--- src/rtl/regfile_mp_pkg.sv ---
// Shared constants for the bittyCore multi-port register file.
// Optional scoreboard in regfile_mp is enabled by defining REGFILE_SCOREBOARD_EN.
package regfile_mp_pkg;

  typedef enum logic {
    RfClear = 1'b0,
    RfRun   = 1'b1
  } rf_state_e;

  localparam int unsigned DefDw    = 32;
  localparam int unsigned DefDepth = 32;

  localparam logic WeActive = 1'b1;
  localparam logic ReActive = 1'b1;

endpackage

--- src/rtl/regfile_rd_port.sv ---
// One combinational read port: enable/zero-register gating, write bypass, array mux.
// Highest-numbered write port wins the bypass when several target the same address.
module regfile_rd_port #(
  parameter int unsigned DW       = 32,
  parameter int unsigned DEPTH    = 32,
  parameter int unsigned NW       = 1,
  parameter int unsigned ZERO_REG = 1,
  localparam int unsigned AW      = $clog2(DEPTH)
) (
  input  logic             en_i,
  input  logic [AW-1:0]    raddr_i,
  input  logic [DW-1:0]    regs_i [DEPTH],
  input  logic [NW-1:0]    wvalid_i,
  input  logic [NW*AW-1:0] waddr_i,
  input  logic [NW*DW-1:0] wdata_i,
  output logic [DW-1:0]    rdata_o
);

  logic w_zero_hit;

  assign w_zero_hit = (ZERO_REG != 0) && (raddr_i == '0);

  always_comb begin
    rdata_o = '0;
    if (en_i && !w_zero_hit) begin
      rdata_o = regs_i[raddr_i];
      for (int k = 0; k < int'(NW); k++) begin
        if (wvalid_i[k] && (waddr_i[k*AW +: AW] == raddr_i)) begin
          rdata_o = wdata_i[k*DW +: DW];
        end
      end
    end
  end

endmodule

--- src/rtl/regfile_mp.sv ---
// Multi-port integer register file with bypass and post-reset clear sweep.
// Define REGFILE_SCOREBOARD_EN to add the pending-write scoreboard (sb_set_i/sb_addr_i/busy_o).
module regfile_mp
  import regfile_mp_pkg::*;
#(
  parameter int unsigned DW       = DefDw,
  parameter int unsigned DEPTH    = DefDepth,
  parameter int unsigned NR       = 2,
  parameter int unsigned NW       = 1,
  parameter int unsigned ZERO_REG = 1,
  localparam int unsigned AW      = $clog2(DEPTH)
) (
  input  logic             clk,
  input  logic             rst,
  output logic             ready_o,
  input  logic [NW-1:0]    we_i,
  input  logic [NW*AW-1:0] waddr_i,
  input  logic [NW*DW-1:0] wdata_i,
  input  logic [NR-1:0]    re_i,
  input  logic [NR*AW-1:0] raddr_i,
  output logic [NR*DW-1:0] rdata_o
`ifdef REGFILE_SCOREBOARD_EN
  ,
  input  logic             sb_set_i,
  input  logic [AW-1:0]    sb_addr_i,
  output logic [NR-1:0]    busy_o
`endif
);

  rf_state_e     r_state, w_state_nxt;
  logic [AW-1:0] r_clr_ptr, w_clr_ptr_nxt;
  logic          r_ready, w_ready_nxt;
  logic          w_run;
  logic [DW-1:0] r_regs [DEPTH];
  logic [NW-1:0] w_wvalid;

  assign ready_o = r_ready;
  assign w_run   = (r_state == RfRun);

  always_ff @(posedge clk) begin
    if (rst) begin
      r_state   <= RfClear;
      r_clr_ptr <= '0;
      r_ready   <= 1'b0;
    end else begin
      r_state   <= w_state_nxt;
      r_clr_ptr <= w_clr_ptr_nxt;
      r_ready   <= w_ready_nxt;
    end
  end

  always_comb begin
    w_state_nxt   = r_state;
    w_clr_ptr_nxt = r_clr_ptr;
    w_ready_nxt   = r_ready;
    case (r_state)
      RfClear: begin
        w_clr_ptr_nxt = r_clr_ptr + AW'(1);
        if (r_clr_ptr == AW'(DEPTH - 1)) begin
          w_state_nxt = RfRun;
          w_ready_nxt = 1'b1;
        end
      end
      RfRun:   ;
      default: w_state_nxt = RfClear;
    endcase
  end

  // Writes to entry 0 are dropped entirely when it is hardwired, including for bypass.
  always_comb begin
    w_wvalid = '0;
    for (int k = 0; k < int'(NW); k++) begin
      w_wvalid[k] = w_run && (we_i[k] == WeActive) &&
                    !((ZERO_REG != 0) && (waddr_i[k*AW +: AW] == '0));
    end
  end

  always_ff @(posedge clk) begin
    if (!rst) begin
      if (r_state == RfClear) begin
        r_regs[r_clr_ptr] <= '0;
      end else begin
        for (int k = 0; k < int'(NW); k++) begin
          if (w_wvalid[k]) begin
            r_regs[waddr_i[k*AW +: AW]] <= wdata_i[k*DW +: DW];
          end
        end
      end
    end
  end

  for (genvar j = 0; j < int'(NR); j++) begin : g_rd
    regfile_rd_port #(
      .DW       (DW),
      .DEPTH    (DEPTH),
      .NW       (NW),
      .ZERO_REG (ZERO_REG)
    ) u_rd (
      .en_i     (w_run && (re_i[j] == ReActive)),
      .raddr_i  (raddr_i[j*AW +: AW]),
      .regs_i   (r_regs),
      .wvalid_i (w_wvalid),
      .waddr_i  (waddr_i),
      .wdata_i  (wdata_i),
      .rdata_o  (rdata_o[j*DW +: DW])
    );
  end

`ifdef REGFILE_SCOREBOARD_EN
  logic [DEPTH-1:0] r_busy, w_busy_nxt;
  logic [NR-1:0]    w_wr_hit;

  // Same-cycle write clears, then issue sets, so a set on the same address wins.
  always_comb begin
    w_busy_nxt = r_busy;
    if (w_run) begin
      for (int k = 0; k < int'(NW); k++) begin
        if (w_wvalid[k]) w_busy_nxt[waddr_i[k*AW +: AW]] = 1'b0;
      end
      if (sb_set_i) w_busy_nxt[sb_addr_i] = 1'b1;
    end
    if (ZERO_REG != 0) w_busy_nxt[0] = 1'b0;
  end

  always_ff @(posedge clk) begin
    if (rst) r_busy <= '0;
    else     r_busy <= w_busy_nxt;
  end

  always_comb begin
    w_wr_hit = '0;
    busy_o   = '0;
    for (int j = 0; j < int'(NR); j++) begin
      for (int k = 0; k < int'(NW); k++) begin
        if (w_wvalid[k] && (waddr_i[k*AW +: AW] == raddr_i[j*AW +: AW])) w_wr_hit[j] = 1'b1;
      end
      busy_o[j] = w_run && re_i[j] && r_busy[raddr_i[j*AW +: AW]] && !w_wr_hit[j];
    end
  end
`endif

endmodule

--- config.mk ---
export PLATFORM = sky130hd
export DESIGN_NAME = regfile_mp
export DESIGN_NICKNAME = d
export VERILOG_FILES = /design/src/rtl/regfile_mp_pkg.sv /design/src/rtl/regfile_rd_port.sv /design/src/rtl/regfile_mp.sv
export SDC_FILE = /design/constraint.sdc
export NUM_CORES = 2
export LEC_CHECK = 0
export BUFFER_PORTS_ARGS = -buffer_cell sky130_fd_sc_hd__clkbuf_2
export CORE_ASPECT_RATIO = 1.5
export CORE_MARGIN = 2
export CORE_UTILIZATION = 36
export DETAILED_ROUTE_END_ITERATION = 10
export HOLD_SLACK_MARGIN = 0.06
export PLACE_DENSITY_LB_ADDON = 0.05
export SLEW_MARGIN = 5
export SYNTH_ARGS = -nofsm -noshare
export SYNTH_HDL_FRONTEND = slang
export SYNTH_SLANG_ARGS = --single-unit
--- constraint.sdc ---
create_clock -name clk -period 3.4 [get_ports clk]
set_input_delay 0.34 -clock clk [delete_from_list [all_inputs] [get_ports clk]]
set_output_delay 0.34 -clock clk [all_outputs]
set_load 0.05 [all_outputs]
-- Yosys cells after proc, flatten, opt, wreduce, memory -nomap -nowiden
Cells that the tools add are included.
- flip-flop bits (word level): 1031
- output and inout bits: 65
- word-level logic and storage cells: 91
- add/subtract/negate cells: 1
- magnitude comparators: 6
- equality and inequality tests: 4
- muxes and demuxes: 19
- bitwise logic cells: 8
- reduce and logical (&&, ||, !) cells: 18
- operator list (cell ; count):
    2-to-1 mux 1024 bit ; 2
    AND 1024 bit ; 1
    bitwise mux 1024 bit ; 1
    NOT 1024 bit ; 1
    binary-select mux 32 bit (select 5 bit) ; 2
    demux 32 bit (select 5 bit) ; 2
    2-to-1 mux 32 bit ; 10
    >= comparator 6 bit (second input constant) ; 4
    NOT 5 -> 6 bit ; 4
    zero test 5 bit ; 3
    < comparator 6 x 1 -> 1 bit (second input constant) ; 2
    == test 5 bit ; 2
    logical AND 1 bit ; 10
    adder 5 x 1 -> 5 bit (second input constant) ; 1
    == test 5 bit (second input constant) ; 1
    AND reduction 2 bit ; 2
    zero test 1 bit ; 3
    2-to-1 mux 1 bit ; 2
    inequality test 2 x 1 -> 1 bit (second input constant) ; 1
    NOT 1 bit ; 2

-- Depth between registers and ports, before layout
- depth in word-level cells: 8
- gate-level depth with buffers: 8
- depth with buffers taken out: 6

-- Cells and area by module
From an unflattened synthesis, not the netlist that was laid out.
- cells, all modules: 4016
- area total of the unflattened synthesis: 59547.1 um^2
- modules (own cells, without submodules) (module ; times used ; cells each ; area an instance (um^2) ; sequential area each (um^2)):
    regfile_mp ; 1 ; 2780 ; 43216.4 ; 30889.6
    regfile_rd_port ; 2 ; 618 ; 8165.3 ; 0.0

-- Least setup slack after synthesis
OpenSTA, ideal clock, no wires.
- path type: in2reg
- start point: in waddr_i[3]
- end point: reg r_regs[384] (netlist bit), enable pin
- data arrival time: 3.003 ns
- required time: 2.968 ns
- slack: -0.035 ns
- stages: 6
- path buffers: 2
- path through: clkbuf_1 -> or3b_2 -> nor2_1 -> inv_1 -> clkbuf_1 -> a21oi_1
- cells in the longest elaborated chain, start to end: 5
- ends and longest elaborated chain (item ; RTL line ; source):
    start, declared ; regfile_mp.sv:17 ; input logic [NW*AW-1:0] waddr_i,
    zero test 5 bit ; regfile_mp.sv:74 ; !((ZERO_REG != 0) && (waddr_i[k*AW +: AW] == '0));
    zero test 1 bit ; regfile_mp.sv:74 ;
    logical AND 1 bit ; regfile_mp.sv:73 ; w_wvalid[k] = w_run && (we_i[k] == WeActive) &&
    inequality test 2 x 1 -> 1 bit (no line) ; - ;
    AND reduction 2 bit (no line) ; - ;
    end signal, assigned by index ; regfile_mp.sv:85 ; r_regs[waddr_i[k*AW +: AW]] <= wdata_i[k*DW +: DW];
    end, declared ; regfile_mp.sv:34 ; logic [DW-1:0] r_regs [DEPTH];
No other way between the ends.
A chain may end at the register's enable or synchronous reset.

-- Worst setup path after layout
- start point: reg r_state
- end point: out rdata_o[12]
- cells in the longest elaborated chain, start to end: 5
- ends and longest elaborated chain (item ; RTL line ; source):
    start, declared ; regfile_mp.sv:30 ; rf_state_e r_state, w_state_nxt;
    start signal, assigned ; regfile_mp.sv:42 ; r_state <= RfClear;
    start signal, assigned ; regfile_mp.sv:46 ; r_state <= w_state_nxt;
    logical AND 1 bit (2 in a row) ; regfile_mp.sv:73 ;
    logical AND 1 bit ; regfile_rd_port.sv:28 ; if (wvalid_i[k] && (waddr_i[k*AW +: AW] == raddr_i)) begin
    2-to-1 mux 32 bit ; regfile_rd_port.sv:28 ;
    2-to-1 mux 32 bit (*) ; regfile_rd_port.sv:25 ; if (en_i && !w_zero_hit) begin
    end, declared ; regfile_mp.sv:21 ; output logic [NR*DW-1:0] rdata_o
Mark *: on every way between the ends. The rest lies on a longest branch, timed or not.

==> metrics <==
status=complete, but fails checks; failing checks=setup timing; FP Rows=181; multiplexer share of the synthesized area=19.1%; vias in the first global route=46,600; commonest non-fill, non-tap cell in the layout=edfxtp_1; Min-Delay Path Depth=3; number of synthesis warnings=0; Clock transition at path regs=60 ps; initial antenna violation count=10; FF+latch area=30,900 µm²; htree depth=3; 1st-iter DRT viols=5,364; Overflow after GRT=0; Worst R2R Path Depth=3; routed vias=46,600; Area growth syn-to-layout=17.6%; WL final=265 mm; clk buf depth=3; maxcap violations=0; fraction of layout cells with a size suffix above 1=22.0%; post-synth top area share=52.2%; crit path DAT=3090 ps; element type at the critical path end=output pin; drt drc=0; Fin. Hold Viols=0; r2r startpoint=r_state; DIE HEIGHT=499 µm; Antenna Nets Post-Route=0; Root Driver=clkbuf_16; # fillers=15,200; synth top area cells=edfxtp_1 52%, mux4_2 15%, o21ai_0 7.3%, nand2_1 6.2%, mux2i_1 4.4%; Routed WL per cell=36.8 µm; Achievable Freq=0.291 GHz; asr flop ratio synth=0%; mean post-synth cell area=12.0 µm²; Placement Cell Area=65,400 µm²; worst slew pin tran=1230 ps; Setup WS post-layout=-33.8 ps; first-pass GRT wire length=370 mm; num ports=117; RSZ-0062 raised after global routing=yes; HP Start=wdata_i[22]; Seq/Total Area, Yosys=52.5%; Placer Congestion=0.878; Skew-Pair Late Insertion Delay=790 ps; dpl hpwl=172 mm; final net count=5,059; Compound-Gate Fraction of Synth Area=17.2%; Mapped Nets=4,975; Worst Hold End=r_regs[214]; Post-Syn Instances=4,918; r2r setup slk=560 ps; top_reg_cell synth=edfxtp_1; Post-synth EDFFs=1,024; LEAKAGE=25.9 nW; Tot Pwr=33.1 mW; die area=167,000 µm²; HP Class=in -> reg; fin area=69,200 µm²; Synth Area in Adders=0.106%; Cells after DPL=6,992; Yosys reg bits=1,031; largest net degree at the start of global routing=60; clock skew=33.4 ps; Slew Limit Headroom=18.0%; total CTS buffers=110; Unique masters post-synth=41; Initial Utilization=36.3%; drt first pass iters=6; WS Path Type=reg -> out; GR Util All Layers=31.4%; area occupied by multi-input gates=26,800 µm²; leading area contributor after synthesis=edfxtp_1; Cell Pwr Density=478 nW/µm²; Port Buffers=116; count of pins over their slew limit=0; core area=162,000 µm²; Worst Path Required=3060 ps; r2r endpoint=r_regs[693]; CP startpoint kind=flip-flop; post-synthesis share of cell area spent on and, or, nand and nor gates=7.30%; DR vias/cell=6.48; CTS Sinks=1,031; CTS tree=built; main combinational cell family by area after synthesis=multiplexers; Peak VDD IR=0.000429 V; Mapped Area=58,900 µm²; fin crit period=3430 ps; Synth Area in XOR/XNOR=0.193%; crit path max fanout=32; most frequent cells in the layout=1,024 x edfxtp_1, 970 x nand2_1, 864 x o21ai_0, 384 x mux4_2, 276 x buf_4; die width=334 µm; Finished Layout Cells=7,197; period utilisation layout=101%; Final setup violation count=3
## per-layer routing
layer  share of wire [%]  track usage [%]  up-vias  wire length (µm)
met3                 7.0             4.35      596             18500
met5              0.0034                0        -                 9
met1                  39             39.8    24300            103000
met2                  50             53.6     2337            131000
li1                    -                -    19400                 -
met4                 4.5             13.3        2             12000
## stage by stage
stage / hold slack [ps] / setup TNS [ps] / worst slack [ps] / util (%)
4_1_cts: 77.3 / -13.2 / -6.89 / 42.6
3_5_place_dp: 563 / 0 / 84.2 / 40.3
5_1_grt: 134 / -226 / -68.8 / 42.6
3_3_place_gp: 549 / 0 / 95.2 / 40.3
6_report: 131 / -64.0 / -33.8 / 42.6
2_1_floorplan: 534 / 0 / 16.1 / -
## critical path: stages (launching register included)
cell	delay (ps)
dfxtp_4	470
nand2_1	170
nor2_1	220
o31ai_4	120
buf_12	210
a21oi_1	630
a221o_1	310
buf_12	160
## worst max-delay path by stage
stage | from | end | slack [ps] | cells past startpoint
after global routing | r_state | rdata_o[44] | -70 | 7
after floorplan | waddr_i[1] | r_regs[352] | 20 | 4
after global placement | waddr_i[1] | rdata_o[37] | 100 | 9
after CTS | r_state | rdata_o[43] | -7 | 7
after detailed placement | waddr_i[1] | rdata_o[37] | 80 | 9
final | r_state | rdata_o[12] | -30 | 7
## where the power goes
group          internal [mW]  switching, mW  leakage, nW
registers               15.0          0.583         10.1
logic                   1.83           2.52         14.0
clock network           7.58           5.65         1.83
## flip-flops by register name (all words and copies together) (netlist names)
| signal | count |
|---|---|
| r_state | 1 |
| r_clr_ptr | 5 |
| ready_o | 1 |
| r_regs | 1024 |
## cell families (layout without fill, tap and decap cells)
logic type	Yosys count	in the layout
AO/OA/AOI/OAI	1603	1603
AND/OR/NAND/NOR	1097	1097
flip-flops	1031	1031
multiplexers	642	642
buffers and inverters	527	699
XOR/XNOR	13	13
adder cells (fa/ha/maj)	5	5
other	0	3
## area by class of cell
class                   instances  area share, %
inverters                      28          0.152
repair buffers                471           7.25
diodes                          3         0.0108
clock buffers                 127           4.13
multi-input cells            3360           38.7
clock inverters                73           1.30
well taps                    2104           3.80
flip-flops and latches       1031           44.6
## repair_timing
action,CTS,global route
hold buffers,2,0
buffers inserted,0,0
pin swaps,0,0
endpoints found under the setup margin,3,12
endpoints found under the hold margin,2,0
resized for setup,1,7
gates cloned,0,0
## synthesized netlist by cell type (all sizes together) (64+ instances only)
library cell,instances
mux4,384
o21ai,865
edfxtp,1024
a22oi,192
mux2i,258
nand2,970
a221oi,128
buf,103
a21oi,107
o21bai,64
a221o,64
a22o,160
clkbuf,396
(Power assumes the default switching activity.)
